===== src/rtl/ifu_fetch.sv =====
// ---------------------------------------------------------------------------
// ifu_fetch -- single-outstanding-request instruction fetch unit.
//
// Fetches one 32-bit instruction at a time. The instruction is held for
// decode until it is consumed. When it is consumed, the PC moves on
// sequentially (PC+4) or is redirected to a jump/branch target.
//
// Ports
//   clk, rst              clock; asynchronous active-high reset
//   imem_req_o/addr_o     fetch request and address (current PC)
//   imem_ready_i          memory accepts the request this cycle
//   imem_rvalid_i/rdata_i returned instruction word
//   inst_valid_o/ready_i  held instruction handshake towards decode
//   inst_o, pc_o          held instruction and its PC
//   opcode_o/func3_o/func7_o  decoded fields of inst_o for the control unit
//   pcsel_i, target_i     redirect request and target (sampled on consume)
//   misalign_o            sticky: some redirect target was not 4-byte aligned
// ---------------------------------------------------------------------------
module ifu_fetch #(
    parameter int                XLEN     = 64,
    parameter logic [XLEN-1:0]   RESET_PC = 64'h8000_0000
) (
    input  logic            clk,
    input  logic            rst,
    output logic            imem_req_o,
    output logic [XLEN-1:0] imem_addr_o,
    input  logic            imem_ready_i,
    input  logic            imem_rvalid_i,
    input  logic [31:0]     imem_rdata_i,
    output logic            inst_valid_o,
    input  logic            inst_ready_i,
    output logic [31:0]     inst_o,
    output logic [XLEN-1:0] pc_o,
    output logic [6:0]      opcode_o,
    output logic [2:0]      func3_o,
    output logic [6:0]      func7_o,
    input  logic            pcsel_i,
    input  logic [XLEN-1:0] target_i,
    output logic            misalign_o
);

    localparam logic [31:0] NOP = 32'h0000_0013;

    typedef enum logic [1:0] {
        FETCH = 2'd0,
        WAIT  = 2'd1,
        HOLD  = 2'd2
    } state_t;

    state_t          r_state;
    state_t          w_state_next;
    logic [XLEN-1:0] r_pc;
    logic [31:0]     r_inst;
    logic [XLEN-1:0] r_inst_pc;
    logic            r_misalign;

    logic            w_capture;   // returned word is latched this cycle
    logic            w_consume;   // decode takes the held instruction
    logic [XLEN-1:0] w_target_aligned;

    assign w_capture        = (r_state == WAIT) && imem_rvalid_i;
    assign w_consume        = (r_state == HOLD) && inst_ready_i;
    assign w_target_aligned = {target_i[XLEN-1:2], 2'b00};

    // Next-state logic. rvalid outside WAIT never reaches here, so a stray
    // response (e.g. the tail of a request discarded by reset) is dropped.
    always_comb begin
        w_state_next = r_state;
        case (r_state)
            FETCH:   if (imem_ready_i)  w_state_next = WAIT;
            WAIT:    if (imem_rvalid_i) w_state_next = HOLD;
            HOLD:    if (inst_ready_i)  w_state_next = FETCH;
            default:                    w_state_next = FETCH;
        endcase
    end

    always_ff @(posedge clk or posedge rst) begin
        if (rst) begin
            r_state    <= FETCH;
            r_pc       <= RESET_PC;
            r_inst     <= NOP;
            r_inst_pc  <= RESET_PC;
            r_misalign <= 1'b0;
        end else begin
            r_state <= w_state_next;
            if (w_capture) begin
                r_inst    <= imem_rdata_i;
                r_inst_pc <= r_pc;
            end
            if (w_consume) begin
                if (pcsel_i) begin
                    r_pc <= w_target_aligned;
                    if (target_i[1:0] != 2'b00) begin
                        r_misalign <= 1'b1;
                    end
                end else begin
                    // Natural wrap at 2^XLEN.
                    r_pc <= r_pc + XLEN'(4);
                end
            end
        end
    end

    // The state register already sits in FETCH while rst is high, so the
    // request is also gated by rst to keep it quiet during reset.
    assign imem_req_o   = (r_state == FETCH) && !rst;
    assign imem_addr_o  = r_pc;
    assign inst_valid_o = (r_state == HOLD) && !rst;
    assign inst_o       = r_inst;
    assign pc_o         = r_inst_pc;
    assign opcode_o     = r_inst[6:0];
    assign func3_o      = r_inst[14:12];
    assign func7_o      = r_inst[31:25];
    assign misalign_o   = r_misalign;

endmodule


===== config.mk =====
export PLATFORM = sky130hd
export DESIGN_NAME = ifu_fetch
export DESIGN_NICKNAME = d
export VERILOG_FILES = /design/src/rtl/ifu_fetch.sv
export SDC_FILE = /design/constraint.sdc
export NUM_CORES = 1
export LEC_CHECK = 0
export BUFFER_PORTS_ARGS = -buffer_cell sky130_fd_sc_hd__clkbuf_2
export CORE_ASPECT_RATIO = 1.1
export CORE_MARGIN = 4
export CORE_UTILIZATION = 39
export DETAILED_ROUTE_END_ITERATION = 12
export GPL_TIMING_DRIVEN = 1
export PLACE_DENSITY_LB_ADDON = 0.2
export SETUP_SLACK_MARGIN = 0.3
export SLEW_MARGIN = 15
export SYNTH_ARGS = -nofsm -noshare
export SYNTH_HDL_FRONTEND = slang
export SYNTH_SLANG_ARGS = --single-unit

===== constraint.sdc =====
create_clock -name clk -period 10.9 [get_ports clk]
set_input_delay 1.09 -clock clk [delete_from_list [all_inputs] [get_ports clk]]
set_output_delay 1.09 -clock clk [all_outputs]
set_load 0.01 [all_outputs]

==> flow_summary.yaml <==
global_routing:
  grt_usage: 0.2126
  grt_first_pass_wirelength_um: 40330
  grt_pass1_vias: 7043
  grt_overflow: 0
  antenna_found_initial: 2
  grt_max_degree: 103
clocking:
  clock-root-buffer: "clkbuf_16"
  post_cts_buffers: 0
  clock_latency_ns: 0.43
  ctsHoldBuffers: 0
  cts_buffers: 17
  cts_tree: "built"
  htreeDepth: 4
  clock_sinks: 159
  clkTransAtPathRegs_ns: 0.07
  cts_resized: 0
  cts_buffer_depth: 2
logic_synthesis:
  muxShareOfSynthArea: 0.1352
  yosysWarnings: 0
  ys_ff_latch: 159
  syn_inst: 811
  synthDistinctLibCells: 63
  synth_top_family_by_area: "simple AND/OR/NAND/NOR gates"
  async_flop_share: 1.000
  synth_area_leaders: "dfrtp_1 (47%), mux2_2 (12%), nand3_1 (3.4%)"
  yosysMostFrequentCell: "dfrtp_1"
  yosys.area_share.xor_xnor: 0
  synth_ff_type: "dfrtp_1"
  synth_adder_area_share: 0.001524
  netlist.area_leader.share: 0.4694
  avgSynthCellArea_um2: 10.12
  synth_edf_count: 0
  ys_seq_area_frac: 0.4854
  synth-compound-area-share: 0.1164
  synth_common_cells: "dfrtp_1 (154), mux2_2 (87), nand2_1 (57)"
  syn_area_um2: 8209
  synthSimpleGateAreaFrac: 0.2102
  synth_top_cell_by_area: "dfrtp_1"
timing:
  clock.fmax_ghz: 0.3180
  fin_crit_ns: 3.145
  worst_pin_slew_ns: 1.019
  relSlewSlack: 0.3196
  finalSetupTns_ns: 0
  fin_ws_ns: 7.755
  min_period_over_period: 0.2885
  rsz0062_at_grt: "false"
  finalMaxSlewViolations: 0
  setup_viol: 0
  clock_skew_ns: 0.01073
  hold_viol: 0
finish:
  synthToLayoutAreaGrowth_pct: 24.40
  final_nets: 1144
  multiInputGateArea_um2: 3820
  n_antenna_cell: 0
  fillers: 1986
  regArea_um2: 3985
  fin_cells: 1310
  drive_gt1_frac: 0.4051
die:
  io_pins: 282
  rows: 55
  die_w_um: 146.3
  core_area_um2: 20640
  start_util: 0.3976
  die_area_um2: 23440
  die_h_um: 160.2
worst_setup_path:
  cp.required_ns: 11.27
  cp-end-kind: "flip-flop"
  startpoint_type: "flip-flop"
  cp_max_fo: 14
  arrival_ns: 3.52
  path_cells: "ha_1 > nand4_1 > nor4_1 > nand4_1 > or4_2 > nand3_1"
  r2r_slack_ns: 7.76
  crit_path_max_incr_delay_ns: 0.77
  worst-setup-path-type: "flip-flop to flip-flop"
  worst_path_max_delay_cell: "or4_2"
  cp_common_cell: "nand4_1"
routing:
  drcViolationCount: 0
  drtPass1Iterations: 5
  num_vias: 7384
  ant_nets: 0
  post_drt_wl_per_cell_um: 19.23
  viasPerCell: 5.637
  routed_wl_um: 25200
  drtIter0Drc: 516
placed_design:
  post-place-ws_ns: 7.478
  hpwl_um: 17850
  dp_cells: 1278
  numPortBuffers: 277
  gp_congestion: 0.7985
job:
  drv_cap: 0
pwr:
  power.density_nw_per_um2: 249.7
  p_leak_uw: 0.004620
  ir_drop_mv: 0.1186
hold_path:
  hp-class: "flip-flop to flip-flop"
run_status:
  outcome: "finished clean"
[placed cells by master (no fill, tap or decap), types with 6 or more instances in the layout]
cell         n
o211ai_1     7
inv_1        9
buf_4        9
and3_1      28
a2bb2oi_1    9
nor2_1      37
mux2_2      87
nor2b_1      8
nand4_1     32
clkbuf_16   17
nor3_1      29
a22oi_1      7
nand3_1     55
clkbuf_2   276
dfrtp_1    154
and4_1       6
nor4_1      21
nand2_1     57
a21oi_1     33
o21ai_0     41
or4_1        7
a31oi_1     11
mux2i_1     13
inv_8        6
[through the flow]
stage          instance area [um2]    util  hold slack (ns)  total power [uW]
2_1_floorplan                 8220       -           0.4726              1590
3_3_place_gp                  9625  0.4662           0.4654              1959
3_5_place_dp                  9625  0.4662           0.4701              1979
4_1_cts                      10210  0.4947           0.4863              2579
5_1_grt                      10210  0.4947           0.5123              2715
6_report                     10210  0.4947           0.4811              2550
[worst max-delay path, delay by kind of cell, from the launching register on]
family	cells	cell delay (ns)
and+or+nand+nor	5	2.30
DFF	1	0.47
adders and majority gates	1	0.31
[final timing paths]
check / start / to / cells past startpoint
worst max-delay path: imem_addr_o[3] / imem_addr_o[48] / 6
worst min-delay path: pc_o[26] / pc_o[26] / 2
worst max register to register: imem_addr_o[3] / imem_addr_o[48] / 6
worst min register to register: pc_o[26] / pc_o[26] / 2
max in group asynchronous: rst / imem_addr_o[19] / 3
min in group asynchronous: rst / inst_o[10] / 2
[flip-flops by register name (all words and copies together), names as in the netlist]
name         cells
misalign_o       1
r_state          2
inst_o          32
imem_addr_o     62
pc_o            62
[where the power goes]
group          internal (uW)  leakage, uW  switching (uW)
clock network            309     0.000290             288
registers                828      0.00180             247
logic                    417      0.00253             460
[kinds of logic after synthesis]
kind of cell             Yosys count
AO/OA/AOI/OAI                    147
flip-flops                       159
other                              1
multiplexers                     100
AND/OR/NAND/NOR                  314
buffers and inverters             89
adder cells (fa/ha/maj)            1
[layout make-up]
type                    count  share of cell area
well taps                 256             0.03136
flip-flops and latches    159              0.3902
multi-input cells         566              0.3740
repair buffers            286              0.1424
clock inverters            15             0.01580
clock buffers              17             0.04166
inverters                  11            0.004533
[per-layer routing]
metal / GRT usage / routed length (um) / up-vias
met5: 0 / 16 / -
met4: 0.05646 / 371 / 4
met3: 0.05335 / 1967 / 27
met2: 0.3489 / 12090 / 292
met1: 0.2817 / 10750 / 3586
li1: - / - / 3475
(Power assumes the default switching activity.)
